$ cat src/rtl/gray_conv_arbiter.sv
`default_nettype none
// ============================================================================
// Module      : gray_conv_arbiter
// Description : Round-robin arbiter sharing one BCD-to-Gray converter among
//               NREQ requesters, with a single-entry output register and
//               saturating conversion/error counters.
// Revision    : 1.0 - initial release
// ============================================================================
module gray_conv_arbiter #(
    parameter int NREQ  = 4,
    parameter int CNT_W = 8
) (
    input  logic                    clk,
    input  logic                    rst,
    input  logic [NREQ-1:0]         req_valid,
    input  logic [4*NREQ-1:0]       req_bcd,
    output logic [NREQ-1:0]         req_ready,
    output logic                    out_valid,
    output logic [3:0]              out_gray,
    output logic [$clog2(NREQ)-1:0] out_id,
    output logic                    out_err,
    input  logic                    out_ready,
    output logic [CNT_W-1:0]        conv_count,
    output logic [CNT_W-1:0]        err_count
);

    localparam int                c_ID_W    = $clog2(NREQ);
    localparam logic [c_ID_W-1:0] c_LAST    = c_ID_W'(NREQ - 1);
    localparam logic [CNT_W-1:0]  c_CNT_MAX = '1;

    localparam logic [0:0] c_EMPTY = 1'b0;
    localparam logic [0:0] c_FULL  = 1'b1;

    logic [0:0]        r_state;
    logic [0:0]        w_state_nxt;
    logic [c_ID_W-1:0] r_ptr;
    logic [c_ID_W-1:0] r_id;
    logic [c_ID_W-1:0] w_gid;
    logic [NREQ-1:0]   w_onehot;
    logic              w_found;
    logic              w_can_accept;
    logic              w_xfer;
    logic [3:0]        w_bcd;
    logic              w_bcd_err;
    logic [3:0]        w_gray;
    logic [3:0]        r_gray;
    logic              r_err;
    logic [CNT_W-1:0]  r_conv;
    logic [CNT_W-1:0]  r_errc;

    // Requester i sits at search offset k from the pointer when ptr == (i-k) mod NREQ;
    // scanning k outward picks the first valid requester at or after ptr.
    always_comb begin
        w_found  = 1'b0;
        w_onehot = '0;
        w_gid    = '0;
        for (int k = 0; k < NREQ; k++) begin
            for (int i = 0; i < NREQ; i++) begin
                if (!w_found && req_valid[i] &&
                    (r_ptr == c_ID_W'((i - k + NREQ) % NREQ))) begin
                    w_found     = 1'b1;
                    w_onehot[i] = 1'b1;
                    w_gid       = c_ID_W'(i);
                end
            end
        end
    end

    always_comb begin
        w_bcd = '0;
        for (int i = 0; i < NREQ; i++) begin
            if (w_onehot[i]) begin
                w_bcd = req_bcd[4*i +: 4];
            end
        end
    end

    assign w_bcd_err = (w_bcd > 4'd9);
    assign w_gray    = w_bcd_err ? 4'b0000
                                 : {w_bcd[3], w_bcd[3] ^ w_bcd[2],
                                    w_bcd[2] ^ w_bcd[1], w_bcd[1] ^ w_bcd[0]};

    assign w_xfer    = w_found && w_can_accept;
    assign req_ready = w_xfer ? w_onehot : '0;

    always_ff @(posedge clk) begin
        if (rst) begin
            r_state <= c_EMPTY;
        end else begin
            r_state <= w_state_nxt;
        end
    end

    always_comb begin
        w_state_nxt = r_state;
        case (r_state)
            c_EMPTY: if (w_xfer)                 w_state_nxt = c_FULL;
            c_FULL:  if (out_ready && !w_xfer)   w_state_nxt = c_EMPTY;
            default:                             w_state_nxt = c_EMPTY;
        endcase
    end

    always_comb begin
        out_valid    = (r_state == c_FULL);
        w_can_accept = (r_state == c_EMPTY) || out_ready;
    end

    // Result, pointer and counters only move on a transfer.
    always_ff @(posedge clk) begin
        if (rst) begin
            r_gray <= '0;
            r_id   <= '0;
            r_err  <= 1'b0;
            r_ptr  <= '0;
            r_conv <= '0;
            r_errc <= '0;
        end else if (w_xfer) begin
            r_gray <= w_gray;
            r_id   <= w_gid;
            r_err  <= w_bcd_err;
            r_ptr  <= (w_gid == c_LAST) ? '0 : w_gid + c_ID_W'(1);
            if (w_bcd_err) begin
                if (r_errc != c_CNT_MAX) r_errc <= r_errc + CNT_W'(1);
            end else begin
                if (r_conv != c_CNT_MAX) r_conv <= r_conv + CNT_W'(1);
            end
        end
    end

    assign out_gray   = r_gray;
    assign out_id     = r_id;
    assign out_err    = r_err;
    assign conv_count = r_conv;
    assign err_count  = r_errc;

endmodule
`default_nettype wire
$ cat config.mk
export PLATFORM = sky130hd
export DESIGN_NAME = gray_conv_arbiter
export DESIGN_NICKNAME = d
export VERILOG_FILES = /design/src/rtl/gray_conv_arbiter.sv
export SDC_FILE = /design/constraint.sdc
export NUM_CORES = 1
export LEC_CHECK = 0
export CAP_MARGIN = 20
export CORE_MARGIN = 3
export CORE_UTILIZATION = 45
export CTS_CLUSTER_DIAMETER = 60
export DETAILED_ROUTE_END_ITERATION = 16
export GPL_TIMING_DRIVEN = 1
export PLACE_DENSITY = 0.79
export SYNTH_ARGS = -nofsm -noshare
export SYNTH_HDL_FRONTEND = slang
export SYNTH_SLANG_ARGS = --single-unit
$ cat constraint.sdc
create_clock -name clk -period 4.2 [get_ports clk]
set_input_delay 0.84 -clock clk [delete_from_list [all_inputs] [get_ports clk]]
set_output_delay 0.84 -clock clk [all_outputs]
set_load 0.01 [all_outputs]
==> results.md, run 1 <==
| Result | This run | Unit |
|---|---|---|
| Status | finished, final reports clean | - |
| Min Clock Period, post-route | 3.77 | ns |
| Global-route congestion overflow total | 0 | - |
| Simple logic cell fraction of the synthesized area | 25.7 | % |
| Busiest layer in global routing | met2 | - |
| CP Data Arrival Time | 2.93 | ns |
| Leading post-synthesis cells by instance count | 31 x sky130_fd_sc_hd__nor2_1, 26 x sky130_fd_sc_hd__dfxtp_1, 12 x sky130_fd_sc_hd__nand2_1 | - |
| Number of I/O pins | 51 | - |
| Max Cap Viol | 0 | - |
| DR vias | 1417 | - |
| Largest buffer count on any clock path | 2 | - |
| Worst setup timing slack at the placement stage | 0.141 | ns |
| Count of flip-flops with a built-in enable after synthesis | 0 | - |
| Syn Nets | 197 | - |
| Count of endpoints failing setup in the final report | 0 | - |
| Clock edge transition at the registers on the reported setup and hold paths | 0.13 | ns |
| Cell Rows | 20 | - |
| Initial DRT Pass Iterations | 4 | - |
| Hold Violations, Final | 0 | - |
| Final period util | 89.7 | % |
| Met1 GRT Util | 24.3 | % |
| Required time reported for the critical path endpoint | 3.36 | ns |
| Post-synthesis area per instance | 8.87 | µm² |
| Final non-filler cell total | 266 | - |
| Fillers | 279 | - |
| Commonest register cell after synthesis | sky130_fd_sc_hd__dfxtp_1 | - |
| Via density per instance | 5.33 | - |
| Max FO, Critical Path | 7 | - |
| Count of inserted antenna diode cells | 0 | - |
| Total length of routed wires | 3930 | µm |
| Total CTS buffers | 3 | - |
| Cell area after synthesis | 1490 | µm² |
| Areal power density over the cells | 338 | nW/µm² |
| Iter 0 DRT Violations | 39 | - |
| Unrepaired setup endpoints after global routing | false | - |
| Area share of the leading cell type in the synthesized netlist | 34.9 | % |
| DRT antenna net count | 0 | - |
| First-pass GRT wire length | 6760 | µm |
| Area of the core | 3100 | µm² |
| Final GP Congestion | 0.918 | - |
| Worst setup path class | input pin to output port | - |
| Met2 usage | 36.9 | % |
| Hold buffers post-CTS | 0 | - |
| Worst slew slack as a fraction of its limit | 36.9 | % |
| Postcts setup bufs | 0 | - |
| Die Width | 63.5 | µm |
| Share of the yosys chip area belonging to registers | 34.9 | % |
| Critical path launch point type | input pin | - |
| Largest net degree at the start of global routing | 28 | - |
| Endpoint kind of the worst setup timing path | output port | - |
| Async SR Flop Fraction | 0 | % |
| Synthesis-to-layout area growth | 40.6 | % |
| Vias in the first global route | 1464 | - |
| CTS tree | built | - |
| Number of instances in the placed design | 262 | - |
| Distinct cells, synth | 43 | - |
| Dominant cell by count in the synthesized netlist | sky130_fd_sc_hd__nor2_1 | - |
| Detailed-route DRC error count | 0 | - |
| Overall power of the completed layout | 0.708 | mW |
| Post-detail-place hpwl | 3110 | µm |
| Clk Tree Root Cell | sky130_fd_sc_hd__clkbuf_4 | - |
| Final std cell area, no fill | 2090 | µm² |
| Setup Skew | 0.00903 | ns |
| Die outline area | 4040 | µm² |
| Register bit total from synthesis | 26 | - |
| CTS H-tree depth | 1 | - |
| Quantity of I/O buffers inserted on ports | 50 | - |
| Transition time at the pin with the least slew margin | 0.944 | ns |
| Number of antenna violations at the first check in global routing | 0 | - |
| Final Util | 67.5 | % |
| Complex-gate fraction of the synthesized area | 19.6 | % |
| Fin Setup TNS | 0 | ns |
| Worst hold margin | 0.463 | ns |
| Worst-case setup margin in the final layout | 0.435 | ns |
| Resize count post-CTS | 0 | - |
| Total cell area at the placement stage | 2040 | µm² |
| Post-synthesis share of cell area spent on full adders, half adders and majority gates | 5.04 | % |
| Latest clock arrival within the worst-skew pair | 0.34 | ns |
| Global-route usage over all layers | 20.4 | % |
| Top cells by area, synth | sky130_fd_sc_hd__dfxtp_1 35%, sky130_fd_sc_hd__nor2_1 7.8%, sky130_fd_sc_hd__xor2_1 6.5% | - |
| Effective utilization at floorplan | 48.0 | % |
| Die boundary height | 63.5 | µm |
| Static Leak | 0.825 | nW |
| Peak clock frequency supported by timing | 266 | MHz |
| Clock sink count | 26 | - |
| Count of pins over their slew limit | 0 | - |
| Nets | 252 | - |
| Cell count after synthesis | 168 | - |
| Xor/xnor share of the synthesized area | 8.82 | % |
| Maximum ir drop on the vdd rail | 0.000204 | V |
| Routed wire length per instance | 14.8 | µm |
| Fraction of met3 tracks used by global routing | 4.10 | % |
| Number of synthesis warnings | 0 | - |
| Share of final-layout standard cells stronger than drive strength 1 | 9.46 | % |
| Multiplexer share of the synthesized area | 1.34 | % |
| Hold Crit Class | flop to flop | - |
| Cell accounting for the most synthesized area | sky130_fd_sc_hd__dfxtp_1 | - |
| Main combinational cell family by area after synthesis | simple AND/OR/NAND/NOR gates | - |
-- power breakdown --
group	switching (mW)	leakage, nW	total (mW)	internal (mW)
Combinational	0.114	0.585	0.241	0.127
Clock	0.0774	0.0279	0.174	0.0967
Sequential	0.0235	0.212	0.293	0.270
Total	0.214	0.825	0.708	0.494
-- cell families (layout without fill, tap and decap cells) --
kind of cell	after synthesis	after routing
XOR/XNOR	15	15
AND/OR/NAND/NOR	78	78
flip-flops	26	26
AO/OA/AOI/OAI	30	30
adder cells (fa/ha/maj)	6	6
multiplexers	2	2
buffers and inverters	11	65
-- critical path, stage by stage --
cell and delay [ns]:
sky130_fd_sc_hd__clkdlybuf4s50_1 0.54, sky130_fd_sc_hd__or3_1 0.44, sky130_fd_sc_hd__o311ai_2 0.16, sky130_fd_sc_hd__nand2_1 0.15, sky130_fd_sc_hd__buf_4 0.17, sky130_fd_sc_hd__nor2_1 0.09
sky130_fd_sc_hd__clkdlybuf4s50_1 0.54
-- placed cells by master, fill, tap and decap left out, types with 3 or more instances in the layout --
| cell | Yosys | routed |
|---|---|---|
| sky130_fd_sc_hd__dfxtp_1 | 26 | 26 |
| sky130_fd_sc_hd__clkbuf_4 | 0 | 3 |
| sky130_fd_sc_hd__and3_1 | 7 | 7 |
| sky130_fd_sc_hd__nand2b_1 | 3 | 3 |
| sky130_fd_sc_hd__buf_4 | 1 | 6 |
| sky130_fd_sc_hd__nor2_1 | 31 | 31 |
| sky130_fd_sc_hd__nand2_1 | 12 | 12 |
| sky130_fd_sc_hd__ha_1 | 6 | 6 |
| sky130_fd_sc_hd__nand3_1 | 6 | 6 |
| sky130_fd_sc_hd__xnor2_1 | 4 | 4 |
| sky130_fd_sc_hd__inv_1 | 5 | 5 |
| sky130_fd_sc_hd__nand4_1 | 5 | 5 |
| sky130_fd_sc_hd__a21oi_1 | 7 | 7 |
| sky130_fd_sc_hd__nor2b_1 | 3 | 3 |
| sky130_fd_sc_hd__xor2_1 | 11 | 11 |
| sky130_fd_sc_hd__o21ai_0 | 3 | 3 |
| sky130_fd_sc_hd__clkdlybuf4s50_1 | 0 | 50 |
| sky130_fd_sc_hd__nor3_1 | 4 | 4 |
-- final timing paths --
path / startpoint / to / slack (ns) / cells past startpoint
hold reg to reg: out_gray[3]$_SDFFE_PP0P_ / out_gray[3]$_SDFFE_PP0P_ / 0.46 / 2
setup reg to reg: r_ptr[1]$_SDFFE_PP0P_ / err_count[7]$_SDFFE_PP0P_ / 1.13 / 10
hold / removal: out_gray[3]$_SDFFE_PP0P_ / out_gray[3]$_SDFFE_PP0P_ / 0.46 / 2
setup / recovery: req_valid[3] / req_ready[2] / 0.43 / 7
-- registers in the layout, summed over array words and instances (netlist names) --
| name | cells |
|---|---|
| conv_count | 8 |
| err_count | 8 |
| out_err | 1 |
| out_gray | 4 |
| out_id | 2 |
| out_valid | 1 |
| r_ptr | 2 |
-- metal layers --
metal | part of all wire (%) | vias to the layer above
li1 | - | 702
met1 | 43 | 664
met2 | 51 | 46
met3 | 5.2 | 5
met4 | 1.1 | 0
met5 | 0 | -
-- area by class of cell --
class                   instances  area, µm²  share of cell area, %
clock buffers                   3       22.5                   1.08
inverters                       5       18.8                  0.896
flip-flops and latches         26        520                   24.9
clock inverters                 1       30.0                   1.43
multi-input cells             131        902                   43.1
well taps                      44       55.1                   2.63
repair buffers                 56        546                   26.0
(Power assumes the default switching activity.)
==> run 2, diff against run 1 <==
--- a/config.mk
+++ b/config.mk
@@ -10,7 +10,6 @@
 export CORE_UTILIZATION = 45
 export CTS_CLUSTER_DIAMETER = 60
 export DETAILED_ROUTE_END_ITERATION = 16
-export GPL_TIMING_DRIVEN = 1
 export PLACE_DENSITY = 0.79
 export SYNTH_ARGS = -nofsm -noshare
 export SYNTH_HDL_FRONTEND = slang
==> results of run 2 <==
No change in the layout: final DEF, timing and power equal those of run 1.
==> run 3, diff against run 2 <==
--- a/config.mk
+++ b/config.mk
@@ -6,6 +6,7 @@
 export NUM_CORES = 1
 export LEC_CHECK = 0
 export CAP_MARGIN = 20
+export CORE_ASPECT_RATIO = 1.75
 export CORE_MARGIN = 3
 export CORE_UTILIZATION = 45
 export CTS_CLUSTER_DIAMETER = 60
==> run 3 against run 2 <==
Total power decreased by 2.2%. Sequential power is essentially flat. Critical endpoint unchanged. Combinational power is essentially flat. Design area is essentially flat. Clock skew shrank 0.0073 ns. Clock-buffer cell count is 1 higher. Setup slack lost 0.077 ns.
==> results.md, run 3 (same netlist as run 1, synthesis figures left out) <==
| Result | This run | Unit |
|---|---|---|
| Setup Skew | 0.00169 | ns |
| Final period util | 91.5 | % |
| Fin Setup TNS | 0 | ns |
| Start of the worst register-to-register path | r_ptr[0]$_SDFFE_PP0P_ | - |
| Hold Crit Class | flop to flop | - |
| Min Clock Period, post-route | 3.84 | ns |
| Hold buffers post-CTS | 0 | - |
| Die boundary height | 82.1 | µm |
| Total CTS buffers | 3 | - |
| Number of antenna violations at the first check in global routing | 0 | - |
| Static Leak | 0.827 | nW |
| Total length of routed wires | 3790 | µm |
| DR vias | 1415 | - |
| Capturing point of the worst reg2reg path | conv_count[6]$_SDFFE_PP0P_ | - |
| Worst setup path class | input pin to output port | - |
| Number of cell instances on the worst register-to-register path | 12 | - |
| Number of cells traversed by the worst hold path | 2 | - |
| Commonest non-fill, non-tap cells in the layout | 50 x sky130_fd_sc_hd__clkdlybuf4s50_1, 31 x sky130_fd_sc_hd__nor2_1, 26 x sky130_fd_sc_hd__dfxtp_1 | - |
| Source of the worst hold timing path | out_gray[3]$_SDFFE_PP0P_ | - |
| Synthesis-to-layout area growth | 40.6 | % |
| Postcts setup bufs | 0 | - |
| Largest net degree at the start of global routing | 17 | - |
| Largest buffer count on any clock path | 2 | - |
| Endpoint kind of the worst setup timing path | output port | - |
| Initial DRT Pass Iterations | 4 | - |
| Worst hold margin | 0.470 | ns |
| Cell Rows | 27 | - |
| Count of pins over their slew limit | 0 | - |
| Max Cap Viol | 0 | - |
| Status | finished, final reports clean | - |
| Latest clock arrival within the worst-skew pair | 0.27 | ns |
| CTS H-tree depth | 1 | - |
| Global-route congestion overflow total | 0 | - |
| Hold Violations, Final | 0 | - |
| Count of inserted antenna diode cells | 0 | - |
| Most common cell after layout, fill and taps aside | sky130_fd_sc_hd__clkdlybuf4s50_1 | - |
| Areal power density over the cells | 331 | nW/µm² |
| Required time reported for the critical path endpoint | 3.36 | ns |
| Maximum ir drop on the vdd rail | 0.000248 | V |
| CP Data Arrival Time | 3.00 | ns |
| DRT antenna net count | 0 | - |
| Reg2reg setup slack | 1.13 | ns |
| Final GP Congestion | 0.851 | - |
| Global-route usage over all layers | 20.6 | % |
| Count of endpoints failing setup in the final report | 0 | - |
| Worst slew slack as a fraction of its limit | 61.5 | % |
| CTS tree | built | - |
| Routed wire length per instance | 14.3 | µm |
| Area of the core | 3180 | µm² |
| Peak clock frequency supported by timing | 260 | MHz |
| Die Width | 49.5 | µm |
| Effective utilization at floorplan | 46.9 | % |
| Nets | 252 | - |
| Clock edge transition at the registers on the reported setup and hold paths | 0.08 | ns |
| First-pass GRT wire length | 6590 | µm |
| Critical path launch point type | input pin | - |
| Resize count post-CTS | 0 | - |
| Max FO, Critical Path | 8 | - |
| Vias in the first global route | 1473 | - |
| Worst Hold Path EP | out_gray[3]$_SDFFE_PP0P_ | - |
| Post-detail-place hpwl | 3010 | µm |
| Unrepaired setup endpoints after global routing | false | - |
| Transition time at the pin with the least slew margin | 0.576 | ns |
| Launching instance or port of the critical path | req_valid[0] | - |
| Number of I/O pins | 51 | - |
| Clk Tree Root Cell | sky130_fd_sc_hd__clkbuf_8 | - |
| Share of final-layout standard cells stronger than drive strength 1 | 9.46 | % |
| Via density per instance | 5.34 | - |
| Clock sink count | 26 | - |
| Die outline area | 4070 | µm² |
| Quantity of I/O buffers inserted on ports | 50 | - |
| Iter 0 DRT Violations | 14 | - |
| Detailed-route DRC error count | 0 | - |
-- run 3: cell types whose count changed in the layout (fill, tap and decap cells not counted), sizes merged --
cell / delta
bufinv: -1
clkbuf: +1
-- run 3: worst max-delay path by stage --
stage                                       to  slack, ns  depth (start not counted)
floorplan           conv_count[7]$_SDFFE_PP0P_       1.01                         12
global placement    conv_count[7]$_SDFFE_PP0P_       0.22                         14
detailed placement   err_count[5]$_SDFFE_PP0P_       0.08                         13
CTS                               req_ready[2]       0.35                          6
global route        conv_count[5]$_SDFFE_PP0P_       0.16                         14
finish                            req_ready[2]       0.36                          6
-- run 3: metal layers --
layer | global-route usage, % | vias to the layer above | wire length (µm)
li1 | - | 703 | -
met1 | 19.9 | 659 | 1420
met2 | 40.1 | 44 | 2080
met3 | 3.77 | 9 | 191
met4 | 12.2 | 0 | 104
met5 | 0 | - | 0
-- run 3: area by class of cell --
type                            count  area, µm²
Fill cell                         286       1080
Multi-Input combinational cell    131        902
Timing Repair Buffer               56        546
Tap cell                           43       53.8
Inverter                            5       18.8
Sequential cell                    26        520
Clock buffer                        4       55.1
-- run 3: through the flow --
stage	instances	worst slack, ns	cell area (µm²)	total power, mW	utilization, %
after global routing	265	0.159	2100	0.737	66.0
final	265	0.357	2100	0.693	66.0
after floorplan	168	1.01	1490	0.437	-
after global placement	261	0.223	2040	0.529	64.3
after CTS	265	0.354	2100	0.698	66.0
after detailed placement	261	0.0834	2040	0.538	64.3
-- run 3: report_power, final --
group / internal, mW / total, mW / leakage [nW] / switching (mW)
logic: 0.126 / 0.240 / 0.586 / 0.114
clock network: 0.0839 / 0.161 / 0.0288 / 0.0767
registers: 0.270 / 0.293 / 0.212 / 0.0230
-- run 3: critical path, cell delays in order --
cell and delay [ns]:
sky130_fd_sc_hd__clkdlybuf4s50_1 0.54, sky130_fd_sc_hd__nor2b_1 0.21, sky130_fd_sc_hd__o311ai_2 0.46, sky130_fd_sc_hd__nand2_1 0.24, sky130_fd_sc_hd__nor2_1 0.16, sky130_fd_sc_hd__clkdlybuf4s50_1 0.55
